$ cat config.mk
export PLATFORM = sky130hd
export DESIGN_NAME = vend_ctrl_multi_flat
export DESIGN_NICKNAME = d
export VERILOG_FILES = /design/src/rtl/vend_if.sv /design/src/rtl/vend_ctrl_multi.sv /design/src/flat_wrapper.sv
export SDC_FILE = /design/constraint.sdc
export NUM_CORES = 1
export LEC_CHECK = 0
export ABC_AREA = 1
export CELL_PAD_IN_SITES_DETAIL_PLACEMENT = 1
export CELL_PAD_IN_SITES_GLOBAL_PLACEMENT = 2
export CORE_MARGIN = 5
export CORE_UTILIZATION = 32
export CTS_CLUSTER_DIAMETER = 50
export DETAILED_ROUTE_END_ITERATION = 6
export GPL_ROUTABILITY_DRIVEN = 1
export PLACE_DENSITY_LB_ADDON = 0.25
export SYNTH_ARGS = -nofsm -noshare
export SYNTH_HDL_FRONTEND = slang
export SYNTH_SLANG_ARGS = --single-unit
$ cat constraint.sdc
create_clock -name clk -period 7 [get_ports clk]
set_clock_uncertainty 0.2 [all_clocks]
set_input_delay 2.1 -clock clk [delete_from_list [all_inputs] [get_ports clk]]
set_output_delay 2.1 -clock clk [all_outputs]
set_load 0.02 [all_outputs]
$ cat src/rtl/vend_if.sv
// vend_if: coin/select/refund request side and dispense/change/status side of the vending controller
//   master: coin, sel, cancel out; vend_out, change_valid, change_coin, coin_reject,
//           not_enough_cash, sold_out, busy, credit, stock_flat in
//   slave : the controller, directions reversed
interface vend_if #(
    parameter int N_PROD   = 4,
    parameter int CREDIT_W = 8,
    parameter int STOCK_W  = 4
);
    logic [1:0]                coin;
    logic [N_PROD-1:0]         sel;
    logic                      cancel;
    logic [N_PROD-1:0]         vend_out;
    logic                      change_valid;
    logic [1:0]                change_coin;
    logic                      coin_reject;
    logic                      not_enough_cash;
    logic                      sold_out;
    logic                      busy;
    logic [CREDIT_W-1:0]       credit;
    logic [N_PROD*STOCK_W-1:0] stock_flat;
    modport master (
        output coin, sel, cancel,
        input  vend_out, change_valid, change_coin, coin_reject,
               not_enough_cash, sold_out, busy, credit, stock_flat
    );
    modport slave (
        input  coin, sel, cancel,
        output vend_out, change_valid, change_coin, coin_reject,
               not_enough_cash, sold_out, busy, credit, stock_flat
    );
endinterface

$ cat src/rtl/vend_ctrl_multi.sv
// vend_ctrl_multi: N_PROD-product vending controller with per-product price/stock, greedy 25/10/5 change
//   clk, RESET (sync, active high)
//   bus (vend_if.slave): coin/sel/cancel requests in; vend pulse, change coins, reject/cash/sold-out
//                        pulses, busy, credit and per-product stock out (all registered)
//   RESTOCK_EN defined: adds restock / restock_idx, reloading one product to INIT_STOCK when not busy
module vend_ctrl_multi #(
    parameter int N_PROD     = 4,
    parameter int CREDIT_W   = 8,
    parameter int STOCK_W    = 4,
    parameter int INIT_STOCK = 5,
    parameter int MAX_CREDIT = 200,
    parameter logic [N_PROD*CREDIT_W-1:0] PRICE_VEC = {N_PROD{CREDIT_W'(30)}}
) (
    input logic clk,
    input logic RESET,
`ifdef RESTOCK_EN
    input logic                                       restock,
    input logic [$clog2(N_PROD > 1 ? N_PROD : 2)-1:0] restock_idx,
`endif
    vend_if.slave bus
);
    localparam int IDX_W = $clog2(N_PROD > 1 ? N_PROD : 2);
    typedef enum logic [1:0] {IDLE, CREDIT, VEND, CHANGE} state_t;
    state_t state, state_n;
    logic [CREDIT_W-1:0] credit, credit_n, cr_now, price, chg_val;
    logic [CREDIT_W:0]   coin_val, sum;
    logic [STOCK_W-1:0]  stock [N_PROD];
    logic [STOCK_W-1:0]  stock_n [N_PROD];
    logic [CREDIT_W-1:0] price_a [N_PROD];
    logic [N_PROD-1:0]   vend_n, vend_q;
    logic [IDX_W-1:0]    sel_idx;
    logic [1:0]          chg_coin_n, chg_coin_q;
    logic chg_valid_n, chg_valid_q, reject_n, reject_q, nec_n, nec_q, so_n, so_q, busy_q;
    logic idle_like, coin_ok;
    for (genvar g = 0; g < N_PROD; g++) begin : g_prod
        assign price_a[g] = PRICE_VEC[g*CREDIT_W +: CREDIT_W];
        assign bus.stock_flat[g*STOCK_W +: STOCK_W] = stock[g];
    end
    always_comb begin
        idle_like = state == IDLE || state == CREDIT;
        coin_val = bus.coin == 2'd3 ? (CREDIT_W+1)'(25) : bus.coin == 2'd2 ? (CREDIT_W+1)'(10) :
                   bus.coin == 2'd1 ? (CREDIT_W+1)'(5) : '0;
        sum = {1'b0, credit} + coin_val;
        coin_ok = idle_like && bus.coin != 2'd0 && sum <= (CREDIT_W+1)'(MAX_CREDIT);
        // a same-cycle coin is credited before the selection is judged
        cr_now = coin_ok ? sum[CREDIT_W-1:0] : credit;
        sel_idx = '0;
        for (int i = N_PROD - 1; i >= 0; i--)
            if (bus.sel[i]) sel_idx = IDX_W'(i);
        price = price_a[sel_idx];
        chg_val = credit >= CREDIT_W'(25) ? CREDIT_W'(25) : credit >= CREDIT_W'(10) ? CREDIT_W'(10) : CREDIT_W'(5);
        state_n = state;
        credit_n = credit;
        stock_n = stock;
        vend_n = '0;
        chg_valid_n = 1'b0;
        chg_coin_n = 2'd0;
        reject_n = bus.coin != 2'd0 && !coin_ok;
        nec_n = 1'b0;
        so_n = 1'b0;
        if (idle_like) begin
            credit_n = cr_now;
            state_n = cr_now == '0 ? IDLE : CREDIT;
            if (bus.cancel) begin
                if (cr_now != '0) state_n = CHANGE;
            end else if (|bus.sel) begin
                if (cr_now < price) nec_n = 1'b1;
                else if (stock[sel_idx] == '0) so_n = 1'b1;
                else begin
                    vend_n[sel_idx] = 1'b1;
                    stock_n[sel_idx] = stock[sel_idx] - STOCK_W'(1);
                    credit_n = cr_now - price;
                    state_n = VEND;
                end
            end
`ifdef RESTOCK_EN
            // applied after the vend so a same-product restock overrides the decrement
            if (restock && 32'(restock_idx) < N_PROD) stock_n[restock_idx] = STOCK_W'(INIT_STOCK);
`endif
        end else if (state == VEND) begin
            state_n = credit != '0 ? CHANGE : IDLE;
        end else begin
            chg_valid_n = 1'b1;
            chg_coin_n = credit >= CREDIT_W'(25) ? 2'd3 : credit >= CREDIT_W'(10) ? 2'd2 : 2'd1;
            credit_n = credit - chg_val;
            state_n = credit_n == '0 ? IDLE : CHANGE;
        end
    end
    always_ff @(posedge clk) begin
        if (RESET) begin
            state <= IDLE;
            credit <= '0;
            stock <= '{default: STOCK_W'(INIT_STOCK)};
            vend_q <= '0;
            chg_valid_q <= 1'b0;
            chg_coin_q <= 2'd0;
            reject_q <= 1'b0;
            nec_q <= 1'b0;
            so_q <= 1'b0;
            busy_q <= 1'b0;
        end else begin
            state <= state_n;
            credit <= credit_n;
            stock <= stock_n;
            vend_q <= vend_n;
            chg_valid_q <= chg_valid_n;
            chg_coin_q <= chg_coin_n;
            reject_q <= reject_n;
            nec_q <= nec_n;
            so_q <= so_n;
            busy_q <= state_n == VEND || state_n == CHANGE;
        end
    end
    assign bus.vend_out = vend_q;
    assign bus.change_valid = chg_valid_q;
    assign bus.change_coin = chg_coin_q;
    assign bus.coin_reject = reject_q;
    assign bus.not_enough_cash = nec_q;
    assign bus.sold_out = so_q;
    assign bus.busy = busy_q;
    assign bus.credit = credit;
endmodule
$ cat src/flat_wrapper.sv
// flat-port wrapper written by rule: the top's interface ports become plain ports
module vend_ctrl_multi_flat 
#(
    parameter int N_PROD     = 4,
    parameter int CREDIT_W   = 8,
    parameter int STOCK_W    = 4,
    parameter int INIT_STOCK = 5,
    parameter int MAX_CREDIT = 200,
    parameter logic [N_PROD*CREDIT_W-1:0] PRICE_VEC = {N_PROD{CREDIT_W'(30)}}
)
  (clk, RESET, bus_coin, bus_sel, bus_cancel, bus_vend_out, bus_change_valid, bus_change_coin, bus_coin_reject, bus_not_enough_cash, bus_sold_out, bus_busy, bus_credit, bus_stock_flat);
  vend_if #(.N_PROD(N_PROD), .CREDIT_W(CREDIT_W), .STOCK_W(STOCK_W)) bus_i ();
  input logic clk;
  input logic RESET;
  input wire logic [$bits(bus_i.coin)-1:0] bus_coin;
  input wire logic [$bits(bus_i.sel)-1:0] bus_sel;
  input wire logic [$bits(bus_i.cancel)-1:0] bus_cancel;
  output wire logic [$bits(bus_i.vend_out)-1:0] bus_vend_out;
  output wire logic [$bits(bus_i.change_valid)-1:0] bus_change_valid;
  output wire logic [$bits(bus_i.change_coin)-1:0] bus_change_coin;
  output wire logic [$bits(bus_i.coin_reject)-1:0] bus_coin_reject;
  output wire logic [$bits(bus_i.not_enough_cash)-1:0] bus_not_enough_cash;
  output wire logic [$bits(bus_i.sold_out)-1:0] bus_sold_out;
  output wire logic [$bits(bus_i.busy)-1:0] bus_busy;
  output wire logic [$bits(bus_i.credit)-1:0] bus_credit;
  output wire logic [$bits(bus_i.stock_flat)-1:0] bus_stock_flat;
  assign bus_i.coin = bus_coin;
  assign bus_i.sel = bus_sel;
  assign bus_i.cancel = bus_cancel;
  assign bus_vend_out = bus_i.vend_out;
  assign bus_change_valid = bus_i.change_valid;
  assign bus_change_coin = bus_i.change_coin;
  assign bus_coin_reject = bus_i.coin_reject;
  assign bus_not_enough_cash = bus_i.not_enough_cash;
  assign bus_sold_out = bus_i.sold_out;
  assign bus_busy = bus_i.busy;
  assign bus_credit = bus_i.credit;
  assign bus_stock_flat = bus_i.stock_flat;
  vend_ctrl_multi #(.N_PROD(N_PROD), .CREDIT_W(CREDIT_W), .STOCK_W(STOCK_W), .INIT_STOCK(INIT_STOCK), .MAX_CREDIT(MAX_CREDIT), .PRICE_VEC(PRICE_VEC)) u_core (.clk(clk), .RESET(RESET), .bus(bus_i));
endmodule
-- After elaboration in Yosys (flattened, before gate mapping)
Index checks and enable logic that the tools add are counted.
- output and inout bits: 35
- register bits after elaboration: 37
- input port bits: 9
- logic and storage cells: 103
- bitwise operators: 6
- equal/unequal tests: 8
- magnitude comparators: 8
- reductions and logical operators: 22
- add/subtract/negate cells: 4
- multiplexer cells: 42
- operators with widths (kind ; count):
    two-way mux 8 bit ; 10
    two-way mux 2 bit ; 15
    two-way mux 9 bit ; 2
    binary-select mux 8 bit (select 2 bit) ; 1
    bitwise mux 16 bit ; 1
    zero test 8 bit ; 2
    two-way mux 4 bit ; 4
    nonzero test 8 bit ; 2
    subtractor 8 bit ; 2
    == test 2 bit, second input constant ; 5
    adder 8 x 9 -> 9 bit ; 1
    <= comparator 9 x 8 -> 1 bit, second input constant ; 1
    binary-select mux 4 bit (select 2 bit) ; 1
    demux 4 bit (select 2 bit) ; 1
    >= comparator 8 x 4 -> 1 bit, second input constant ; 1
    >= comparator 8 x 5 -> 1 bit, second input constant ; 1
    less-than comparator 8 bit ; 1
    OR reduction 4 bit ; 2
    OR reduction 6 bit ; 1
    logical AND 1 bit ; 5
    two-way mux 1 bit ; 5
    inverter 1 bit ; 5
    AND reduction 5 bit ; 1
    OR reduction 5 bit ; 1
    other kinds (17) ; 19

-- Depth between registers and ports, before layout
Gate-level depths: netlist of run 1.
- word-level depth: 17
- gate-level depth with buffers: 24
- depth with buffers taken out: 24

-- Worst setup path before layout of run 1
Ideal clock, no wire load.
- kind: input to register
- from: input bus_coin[1]
- to: register u_core.credit[2] (netlist: u_core.bus.credit[2])
- data required time: 6.687 ns
- stages on the path: 20
- setup time: 0.113 ns
- path slack: 2.300 ns
- buffers on the path: 0
- arrival time: 4.387 ns
- cell sequence: inv_1 -> nor2_1 -> inv_1 -> fa_1 -> inv_1 -> nor2_1 -> nand3_1 -> nand3_1 -> nand2_1 -> nor2_2 -> inv_1 -> nand2_1 -> nand3_1 -> nand2_2 -> nand4_4 -> nand2_8 -> nand2_4 -> or2_1 -> nand3_1 -> nand2_1
- longest elaborated chain between the ends: 14
- elaborated cells between the ends (all ways): 19
- classes of those cells: add/sub: 2; order compare: 2; eq/ne: 3; mux: 9; reduce/logical: 3
- ends and longest elaborated chain (item ; RTL line ; source):
    start, declared ; flat_wrapper.sv:15 ; input wire logic [$bits(bus_i.coin)-1:0] bus_coin;
    == test 2 x 1 -> 1 bit ; vend_ctrl_multi.sv:42 ; bus.coin == 2'd1 ? (CREDIT_W+1)'(5) : '0;
    two-way mux 3 bit ; vend_ctrl_multi.sv:42 ;
    two-way mux 9 bit (2 in series) ; vend_ctrl_multi.sv:41 ; coin_val = bus.coin == 2'd3 ? (CREDIT_W+1)'(25) : bus.coin == 2'd2 ? (CREDIT_W+1)'(10) :
    adder 8 x 9 -> 9 bit ; vend_ctrl_multi.sv:43 ; sum = {1'b0, credit} + coin_val;
    <= comparator 9 x 8 -> 1 bit ; vend_ctrl_multi.sv:44 ; coin_ok = idle_like && bus.coin != 2'd0 && sum <= (CREDIT_W+1)'(MAX_CREDIT);
    logical AND 1 bit ; vend_ctrl_multi.sv:44 ;
    two-way mux 8 bit (*) ; vend_ctrl_multi.sv:46 ; cr_now = coin_ok ? sum[CREDIT_W-1:0] : credit;
    subtractor 8 bit ; vend_ctrl_multi.sv:72 ; credit_n = cr_now - price;
    two-way mux 8 bit ; vend_ctrl_multi.sv:68 ; else if (stock[sel_idx] == '0) so_n = 1'b1;
    two-way mux 8 bit ; vend_ctrl_multi.sv:67 ; if (cr_now < price) nec_n = 1'b1;
    two-way mux 8 bit ; vend_ctrl_multi.sv:66 ; end else if (|bus.sel) begin
    two-way mux 8 bit (*) ; vend_ctrl_multi.sv:64 ; if (bus.cancel) begin
    two-way mux 8 bit (*) ; vend_ctrl_multi.sv:61 ; if (idle_like) begin
    end signal, assigned ; vend_ctrl_multi.sv:103 ; credit <= credit_n;
    end, declared ; vend_ctrl_multi.sv:25 ; logic [CREDIT_W-1:0] credit, credit_n, cr_now, price, chg_val;
Mark *: on every way between the ends. The rest lies on a longest branch, timed or not.
A chain may end at the register's enable or synchronous reset.

-- Worst setup path in the final report of run 1
- from: input bus_coin[1]
- to: register u_core.stock, in the netlist u_core.bus.stock_flat[6]
- longest elaborated chain between the ends: 11
- elaborated cells between the ends (all ways): 15
- classes of those cells: add/sub: 1; order compare: 2; eq/ne: 3; mux: 4; bitwise: 1; reduce/logical: 4
- ends and longest elaborated chain (item ; RTL line ; source):
    == test 2 x 1 -> 1 bit ; vend_ctrl_multi.sv:42 ;
    two-way mux 3 bit ; vend_ctrl_multi.sv:42 ;
    two-way mux 9 bit (2 in series) ; vend_ctrl_multi.sv:41 ;
    adder 8 x 9 -> 9 bit ; vend_ctrl_multi.sv:43 ;
    <= comparator 9 x 8 -> 1 bit ; vend_ctrl_multi.sv:44 ;
    logical AND 1 bit ; vend_ctrl_multi.sv:44 ;
    two-way mux 8 bit (*) ; vend_ctrl_multi.sv:46 ;
    less-than comparator 8 bit (*) ; vend_ctrl_multi.sv:67 ;
    inverter 1 bit (no source line) (*) ; -- ;
    AND reduction 5 bit (no source line) (*) ; -- ;
    end signal, assigned ; vend_ctrl_multi.sv:104 ; stock <= stock_n;
    end, declared ; vend_ctrl_multi.sv:27 ; logic [STOCK_W-1:0] stock [N_PROD];
Marked as above.

==> reports/qor.csv, run 1 <==
stage,metric,value,unit
synth,Unique masters post-synth,43,
sta,Achievable Freq,183,MHz
worst_setup_path,CP arrival,5470,ps
layout,FILL cells,1079,
drt,met1 WL,4230,um
clocking,clock buffer depth,2,
synth,Synth Area per Inst,6.71,sq um
layout,Final nets,466,
clocking,Clock transition at path regs,70,ps
synth,Synth Register Bits,37,
pwr,pwr dens,399,nW/um^2
synth,Syn Nets,423,
clocking,cts repair resizes,0,
floorplanning,initial core utilization,0.327,
worst_setup_path,crit start category,input port,
global_routing,initial antenna violation count,0,
worst_setup_path,Critical Path Sink Type,flop,
drt,DR top layer,met4,
sta,RSZ-0062 raised after global routing,false,
clocking,"Clk Latency, worst-skew pair",290,ps
floorplanning,die width,102,um
drt,routed wire length,8320,um
layout,layout cells sized above 1,0.0767,
floorplanning,core footprint,8220,sq um
drt,met3 WL,436,um
sta,period utilization,0.779,
synth,Yosys Warn Count,0,
layout,Antenna diodes,0,
global_routing,total gr overflow,0,
sta,Worst-Margin Slew,794,ps
drt,DR WL/cell,15.2,um
clocking,"Setup Fix Bufs, Post-CTS",0,
status,status,"complete, no violations",
synth,Post-Synth XOR/XNOR Area,0.0326,
synth,synthesized area,2690,sq um
synth,Post-Synth Simple-Gate Area,0.409,
synth,mux contribution to synthesized area,0,
drt,DRT antenna net count,0,
floorplanning,die area,10300,sq um
placed_design,placed wire-length estimate,6710,um
synth,post-synthesis sequential area ratio,0.276,
drt,DR iter-0 viols,94,
sta,# setup viols final,0,
placed_design,PortBufs,43,
drt,total number of vias,2687,
sta,min Tclk post-route,5450,ps
drt,DR pass1 iterations,4,
global_routing,vias in the first global route,2745,
floorplanning,row cnt,33,
synth,combinational family with the most area after synthesis,simple AND/OR/NAND/NOR gates,
clocking,CTS Root Buffer Type,clkbuf_8,
placed_design,RePlAce Congestion,0.861,
sta,Rel. slew slack,0.470,
global_routing,first-pass GRT wire length,13800,um
clocking,CTS Buf Count,5,
worst_setup_path,crit-path max FO,11,
synth,count of mapped cells out of synthesis,400,
hold_path,Min-Delay Path Class,flop to flop,
floorplanning,total I/O pin count,44,
clocking,CTS tree,yes,
job,max-cap violation count,0,
layout,final core occ,0.400,
clocking,H-tree level count,2,
synth,adder-cell area share of the yosys netlist,0.0708,
clocking,Sink Count,37,
pwr,leakage power,1.58,nW
drt,Residual DRC,0,
global_routing,largest net degree at the start of global routing,25,
pwr,Tot Pwr,1.31,mW
worst_setup_path,Setup CP Type,input port to flop,
sta,Final Max Tran Viols,0,
layout,Area Overhead vs Synth,22.6,%
sta,setup total negative slack,0,ps
drt,met2 WL,3610,um
clocking,hold buffer count at CTS,0,
drt,Via density,4.90,
sta,Final Hold Viols,0,
worst_setup_path,Crit path required time,7010,ps
synth,compound-cell area share of the yosys netlist,0.100,
global_routing,All-Layer GR Usage,0.170,
pwr,maximum vdd drop,139,uV
floorplanning,die height,102,um
final timing paths:
path	startpoint	endpoint	slack, ps	depth (start not counted)
min	u_core.bus.stock_flat[10]$_SDFFE_PP1P_	u_core.bus.stock_flat[10]$_SDFFE_PP1P_	300	2
max reg2reg	u_core.bus.credit[1]$_SDFFE_PP0P_	u_core.bus.stock_flat[6]$_SDFFE_PP1P_	3430	17
min reg2reg	u_core.bus.stock_flat[10]$_SDFFE_PP1P_	u_core.bus.stock_flat[10]$_SDFFE_PP1P_	300	2
max	bus_coin[1]	u_core.bus.stock_flat[6]$_SDFFE_PP1P_	1550	20
final cells by class:
cell class	count	area, sq um	share of cell area
well taps	105	131	0.0399
flip-flops and latches	37	741	0.225
multi-input cells	288	1640	0.500
inverters	68	258	0.0783
clock buffers	7	86.3	0.0262
repair buffers	43	430	0.131
registers in the layout, indices dropped and copies added, names as in the netlist:
register	cells
u_core.bus.coin_reject	1
u_core.bus.sold_out	1
u_core.bus.change_coin	2
u_core.bus.stock_flat	16
u_core.bus.busy	1
u_core.state	2
u_core.bus.not_enough_cash	1
u_core.bus.vend_out	4
u_core.bus.change_valid	1
u_core.bus.credit	8
through the flow:
stage,setup WS [ps],instances,hold slack (ps),area (sq um)
after floorplan,2300,400,353,2690
after global placement,1290,541,288,3200
after detailed placement,1240,541,298,3200
after CTS,1530,548,311,3290
after global routing,1240,548,345,3290
final,1550,548,303,3290
layer usage:
layer  up-vias  global-route usage
met3         4              0.0282
met1      1256               0.247
met5         -                   0
li1       1377                   -
met2        50               0.270
met4         0              0.0276
power breakdown:
group | internal, mW | total, mW | switching (mW)
clock network | 0.0782 | 0.155 | 0.0763
logic | 0.305 | 0.851 | 0.546
registers | 0.249 | 0.306 | 0.0573
cell usage in the layout, fill, tap and decap left out, types with 2 or more instances in the layout:
cell | synthesis | layout
nor3_1 | 2 | 2
clkbuf_8 | 0 | 6
fa_1 | 2 | 2
clkdlybuf4s50_1 | 0 | 43
nor2_2 | 2 | 2
o22ai_1 | 6 | 6
ha_1 | 12 | 12
xnor2_1 | 4 | 4
o221ai_1 | 2 | 2
nor2_4 | 2 | 2
nand3_1 | 54 | 54
a21oi_1 | 11 | 11
xor2_1 | 6 | 6
o21ai_0 | 9 | 9
dfxtp_1 | 37 | 37
a22o_1 | 2 | 2
nand4_4 | 5 | 5
nand2_1 | 90 | 90
nand4_1 | 5 | 5
nor2_1 | 48 | 48
inv_1 | 62 | 62
inv_2 | 4 | 4
a31oi_1 | 3 | 3
nand3b_1 | 2 | 2
nand2_2 | 6 | 6
synth_stat cells, drive strengths merged:
master,instances,share of area
a31oi,4,0.012
a22o,2,0.0065
a221o,1,0.0037
a221oi,1,0.0056
o21ai,11,0.026
fa,2,0.015
o21bai,1,0.0028
and2,1,0.0023
a21oi,11,0.021
o221ai,2,0.0065
buf,3,0.010
nand3b,2,0.0056
xnor2,4,0.013
a211oi,1,0.0028
nor2,52,0.080
nor4,1,0.0023
clkbuf,4,0.0056
xor2,6,0.020
inv,67,0.095
nand4,10,0.051
or2,2,0.0047
nor3,2,0.0037
o22ai,6,0.014
ha,12,0.056
dfxtp,37,0.28
nand2,98,0.15
nand3,55,0.10
clkinv,1,0.0014
nor3b,1,0.0028
logic make-up after synthesis:
family | Yosys count
AO/OA/AOI/OAI | 40
XOR/XNOR | 10
adder cells (fa/ha/maj) | 14
buffers and inverters | 75
flip-flops | 37
AND/OR/NAND/NOR | 224
worst max-delay path, stage by stage:
cell             delay [ps]
clkdlybuf4s50_1         570
inv_1                    60
nor2_1                  130
inv_1                    80
fa_1                    560
inv_1                    90
nor2_1                   40
nand3_1                  60
nand3_1                  80
nand2_1                  80
nor2_2                   50
o21ai_2                 430
nand2_1                 180
nand2_2                 160
nand4_4                 160
nand2_8                 150
nand2_4                  90
nor2_4                  190
nand3_1                 100
nand3_1                  90
(Power assumes the default switching activity.)
==> inputs of run 2 (changes only) <==
Settings changed: CORE_UTILIZATION 32 to 26.
Clock period 7 ns to 4.6 ns, I/O delays scaled along.
==> reports/qor.csv, run 2 (synthesized netlist as in run 1, its figures left out) <==
stage,metric,value,unit
placed_design,Area after DPL,3520,sq um
drt,DR pass1 iterations,4,
placed_design,RePlAce Congestion,0.811,
sta,RSZ-0062 raised after global routing,false,
floorplanning,initial core utilization,0.264,
hold_path,Min-Delay Path Class,flop to flop,
global_routing,total gr overflow,0,
clocking,CTS Buf Count,5,
global_routing,GR peak layer,met2,
layout,final cell count without fillers,620,
sta,setup total negative slack,0,ps
layout,FILL cells,1312,
worst_setup_path,worst reg2reg path depth,21,
job,max-cap violation count,0,
worst_setup_path,reg2reg start,u_core.bus.credit[5]$_SDFFE_PP0P_,
clocking,clock buffer depth,2,
layout,Final nets,506,
worst_setup_path,Crit path max-delay family,simple AND/OR/NAND/NOR gates,
worst_setup_path,CP max stage delay,400,ps
layout,max reg flops,16,
clocking,Sink Count,37,
floorplanning,row cnt,37,
worst_setup_path,Critical Path Sink Type,flop,
worst_setup_path,worst r2r dst,u_core.bus.busy$_SDFF_PP0_,
status,status,"complete, no violations",
layout,Area Overhead vs Synth,37.6,%
sta,Achievable Freq,241,MHz
sta,Final Hold Viols,0,
worst_setup_path,"most used cell, CP",nand2_1,
floorplanning,core footprint,10200,sq um
pwr,maximum vdd drop,183,uV
clocking,CTS tree,yes,
drt,DRT antenna net count,0,
sta,Worst-Margin Slew,796,ps
clocking,H-tree level count,2,
floorplanning,die width,112,um
layout,layout cells sized above 1,0.165,
global_routing,met1 Resource Use GR,0.181,
pwr,leakage power,1.80,nW
placed_design,Place WS,-262,ps
pwr,Tot Pwr,2.27,mW
worst_setup_path,Buf/Inv on CP,7,
layout,multi-input gate area in the final layout,1680,sq um
sta,period utilization,0.902,
pwr,pwr dens,613,nW/um^2
placed_design,# placed instances,609,
sta,# setup viols final,0,
layout,Antenna diodes,0,
placed_design,PortBufs,43,
floorplanning,die height,112,um
clocking,hold buffer count at CTS,0,
layout,FF/Latch Area,741,sq um
worst_setup_path,"Max stage delay cell, worst path",ha_2,
sta,Final Max Tran Viols,0,
worst_setup_path,crit path capture,u_core.bus.busy$_SDFF_PP0_,
global_routing,All-Layer GR Usage,0.146,
global_routing,initial antenna violation count,0,
drt,DR WL/cell,14.7,um
worst_setup_path,crit-path max FO,8,
worst_setup_path,crit start category,input port,
drt,Via density,4.62,
worst_setup_path,CP arrival,4140,ps
layout,most frequent cells in the layout,"nand2_1, inv_1, nand3_1",
global_routing,largest net degree at the start of global routing,25,
layout,"most common cell after layout, fill and taps aside",nand2_1,
global_routing,first-pass GRT wire length,14900,um
clocking,Clock transition at path regs,80,ps
global_routing,M2 GR Usage,0.263,
floorplanning,die area,12500,sq um
drt,total number of vias,2863,
worst_setup_path,Crit path required time,4590,ps
worst_setup_path,worst reg2reg setup slack,980,ps
worst_setup_path,CP Launch Point,bus_coin[0],
sta,Rel. slew slack,0.469,
worst_setup_path,critical path depth in cells,25,
drt,DR iter-0 viols,88,
drt,routed wire length,9090,um
floorplanning,total I/O pin count,44,
worst_setup_path,Setup CP Type,input port to flop,
clocking,CTS Root Buffer Type,clkbuf_8,
layout,Finished Cell Area,3690,sq um
global_routing,vias in the first global route,3008,
sta,min Tclk post-route,4150,ps
global_routing,GR met3 Demand/Resource,0.0245,
clocking,"Clk Latency, worst-skew pair",290,ps
placed_design,placed wire-length estimate,7270,um
sta,worst setup margin,449,ps
drt,Residual DRC,0,
## run 2: per-stage QoR
stage / utilization / hold WS, ps
floorplan: - / 353
global placement: 0.346 / 291
detailed placement: 0.346 / 306
CTS: 0.357 / 321
global route: 0.363 / 353
finish: 0.363 / 317
## run 2: area by class of cell
type	instances	share of cell area
clock inverters	3	0.0125
repair buffers	82	0.197
multi-input cells	289	0.455
inverters	68	0.0698
flip-flops and latches	37	0.201
clock buffers	5	0.0186
well taps	136	0.0461
## run 2: how the worst min path moves through the flow
stage / cells after the start / startpoint / slack, ps / end
finish: 2 / u_core.bus.stock_flat[12]$_SDFFE_PP1P_ / 320 / u_core.bus.stock_flat[12]$_SDFFE_PP1P_
floorplan: 2 / u_core.state[0]$_SDFF_PP0_ / 350 / u_core.bus.change_valid$_SDFF_PP0_
detailed placement: 2 / u_core.bus.stock_flat[2]$_SDFFE_PP1P_ / 310 / u_core.bus.stock_flat[2]$_SDFFE_PP1P_
CTS: 2 / u_core.bus.stock_flat[2]$_SDFFE_PP1P_ / 320 / u_core.bus.stock_flat[2]$_SDFFE_PP1P_
global placement: 2 / u_core.bus.stock_flat[12]$_SDFFE_PP1P_ / 290 / u_core.bus.stock_flat[12]$_SDFFE_PP1P_
global route: 2 / u_core.bus.stock_flat[12]$_SDFFE_PP1P_ / 350 / u_core.bus.stock_flat[12]$_SDFFE_PP1P_
## run 2: worst min-delay path, delay by kind of cell, from the launching register on
family	cells	cell delay, ps
flops	1	340
simple gates	2	140
## run 2: routing by layer
metal,up-vias,share of wire
li1,1464,-
met1,1346,0.46
met2,43,0.50
met3,10,0.025
met4,0,0.013
met5,-,0
## run 2: repair_timing
item,CTS,global route
gates resized for setup,0,9
setup buffers,0,2
setup endpoints to repair,0,31
hold endpoints to repair,0,0
## run 2: power by group
group          total, mW  internal, mW  switching, mW
clock              0.295         0.163          0.132
combinational       1.51         0.620          0.894
sequential         0.457         0.379         0.0780
total               2.27          1.16           1.10
==> inputs of run 3 (changes only) <==
Settings changed: CAP_MARGIN from default to 25, MAX_ROUTING_LAYER from default to met4.
==> reports/qor.csv, run 3 (synthesized netlist as in run 1, its figures left out) <==
stage,metric,value,unit
pwr,leakage power,1.80,nW
clocking,Sink Count,37,
placed_design,RePlAce Congestion,0.823,
floorplanning,core footprint,10200,sq um
sta,Final Max Tran Viols,0,
placed_design,# placed instances,609,
global_routing,initial antenna violation count,0,
sta,min Tclk post-route,4150,ps
sta,setup total negative slack,0,ps
global_routing,largest net degree at the start of global routing,25,
worst_setup_path,Critical Path Sink Type,flop,
worst_setup_path,worst r2r dst,u_core.bus.busy$_SDFF_PP0_,
job,max-cap violation count,0,
clocking,CTS tree,yes,
worst_setup_path,reg2reg start,u_core.bus.credit[5]$_SDFFE_PP0P_,
layout,Antenna diodes,0,
drt,DR iter-0 viols,92,
floorplanning,die height,112,um
drt,routed wire length,9090,um
hold_path,hold path cells,2,
hold_path,hold wc startpoint,u_core.bus.stock_flat[12]$_SDFFE_PP1P_,
floorplanning,row cnt,37,
pwr,maximum vdd drop,183,uV
worst_setup_path,Crit path required time,4590,ps
floorplanning,total I/O pin count,44,
placed_design,PortBufs,43,
sta,Final Hold Viols,0,
layout,Finished Cell Area,3690,sq um
global_routing,All-Layer GR Usage,0.150,
pwr,Tot Pwr,2.27,mW
global_routing,total gr overflow,0,
hold_path,Min-Delay Path Class,flop to flop,
layout,max reg flops,16,
worst_setup_path,worst reg2reg path depth,21,
status,status,"complete, no violations",
drt,Via density,4.61,
hold_path,Hold Path End,u_core.bus.stock_flat[12]$_SDFFE_PP1P_,
global_routing,first-pass GRT wire length,14900,um
layout,most frequent cells in the layout,"nand2_1, inv_1, nand3_1",
drt,DR WL/cell,14.7,um
clocking,"Clk Latency, worst-skew pair",290,ps
sta,RSZ-0062 raised after global routing,false,
placed_design,Area after DPL,3520,sq um
placed_design,placed wire-length estimate,7270,um
clocking,Clock transition at path regs,80,ps
layout,"most common cell after layout, fill and taps aside",nand2_1,
sta,Rel. slew slack,0.468,
layout,FILL cells,1312,
drt,DR pass1 iterations,4,
worst_setup_path,CP arrival,4140,ps
sta,period utilization,0.902,
layout,Area Overhead vs Synth,37.6,%
floorplanning,initial core utilization,0.264,
clocking,CTS Buf Count,5,
layout,layout cells sized above 1,0.165,
sta,Achievable Freq,241,MHz
clocking,H-tree level count,2,
clocking,hold buffer count at CTS,0,
clocking,CTS Root Buffer Type,clkbuf_8,
global_routing,vias in the first global route,3006,
drt,DRT antenna net count,0,
worst_setup_path,crit-path max FO,8,
sta,# setup viols final,0,
worst_setup_path,Setup CP Type,input port to flop,
floorplanning,die width,112,um
pwr,pwr dens,614,nW/um^2
drt,Residual DRC,0,
layout,final cell count without fillers,620,
worst_setup_path,worst reg2reg setup slack,990,ps
drt,total number of vias,2857,
sta,Worst-Margin Slew,798,ps
clocking,clock buffer depth,2,
worst_setup_path,crit start category,input port,
layout,Final nets,506,
floorplanning,die area,12500,sq um
==> run 3: cell counts in the layout (fill, tap and decap cells not counted) <==
No cell type changed its count.
==> run 3: final cells by class <==
type / count / area, sq um / share of cell area
inverter: 68 / 258 / 0.0698
clock buffer: 5 / 68.8 / 0.0186
timing repair buffer: 82 / 728 / 0.197
clock inverter: 3 / 46.3 / 0.0125
multi-input combinational: 289 / 1680 / 0.455
tap: 136 / 170 / 0.0461
sequential: 37 / 741 / 0.201
==> run 3: power breakdown <==
| part | internal (mW) | total, mW | leakage (nW) | switching [mW] |
|---|---|---|---|---|
| clock network | 0.163 | 0.295 | 0.0543 | 0.133 |
| logic | 0.620 | 1.51 | 1.44 | 0.895 |
| registers | 0.379 | 0.457 | 0.303 | 0.0782 |
| total | 1.16 | 2.27 | 1.80 | 1.11 |
==> run 3: worst max-delay path by stage <==
stage / from / to / cells past startpoint
6_report: bus_coin[0] / u_core.bus.busy$_SDFF_PP0_ / 25
5_1_grt: bus_coin[0] / u_core.bus.busy$_SDFF_PP0_ / 25
4_1_cts: bus_coin[0] / u_core.bus.busy$_SDFF_PP0_ / 24
3_5_place_dp: bus_coin[0] / u_core.bus.credit[2]$_SDFFE_PP0P_ / 21
3_3_place_gp: bus_coin[0] / u_core.bus.busy$_SDFF_PP0_ / 24
2_1_floorplan: bus_coin[1] / u_core.bus.credit[2]$_SDFFE_PP0P_ / 20
==> run 3: stage by stage <==
step                      setup WS (ps)  utilization  hold slack, ps
after floorplan                     620            -             353
after global placement             -197        0.346             291
after detailed placement           -262        0.346             306
after CTS                          35.2        0.357             321
after global routing                170        0.363             353
final                               450        0.363             317
==> run 3: critical path: stages <==
cell and delay [ps]:
dlymetal6s2s_1 170, buf_4 160, inv_1 50, nor2_1 40, ha_2 400, inv_2 60, nand2_1 110, nand3_1 110
nand2_1 70, nand2_1 50, nand2_1 140, nor2_4 60, buf_4 140, o21ai_4 180, nand2_1 80, nand2_1 100
nand2_1 100, nor2_4 210, nand2_8 130, nand2_8 100, inv_2 40, nand2_1 50, nand3_1 70, nand2_1 80
inv_1 60
==> run 3: routing by layer <==
metal / global-route usage / wire length (um) / vias to the layer above
li1: - / - / 1464
met1: 0.183 / 4290 / 1342
met2: 0.263 / 4510 / 41
met3: 0.0207 / 164 / 10
met4: 0.0316 / 119 / 0
met5: - / 0 / -
==> run 3: repair_timing <==
item,4_1_cts,5_1_grt
setup buffers,0,2
endpoints found under the setup margin,0,31
resized for setup,0,9
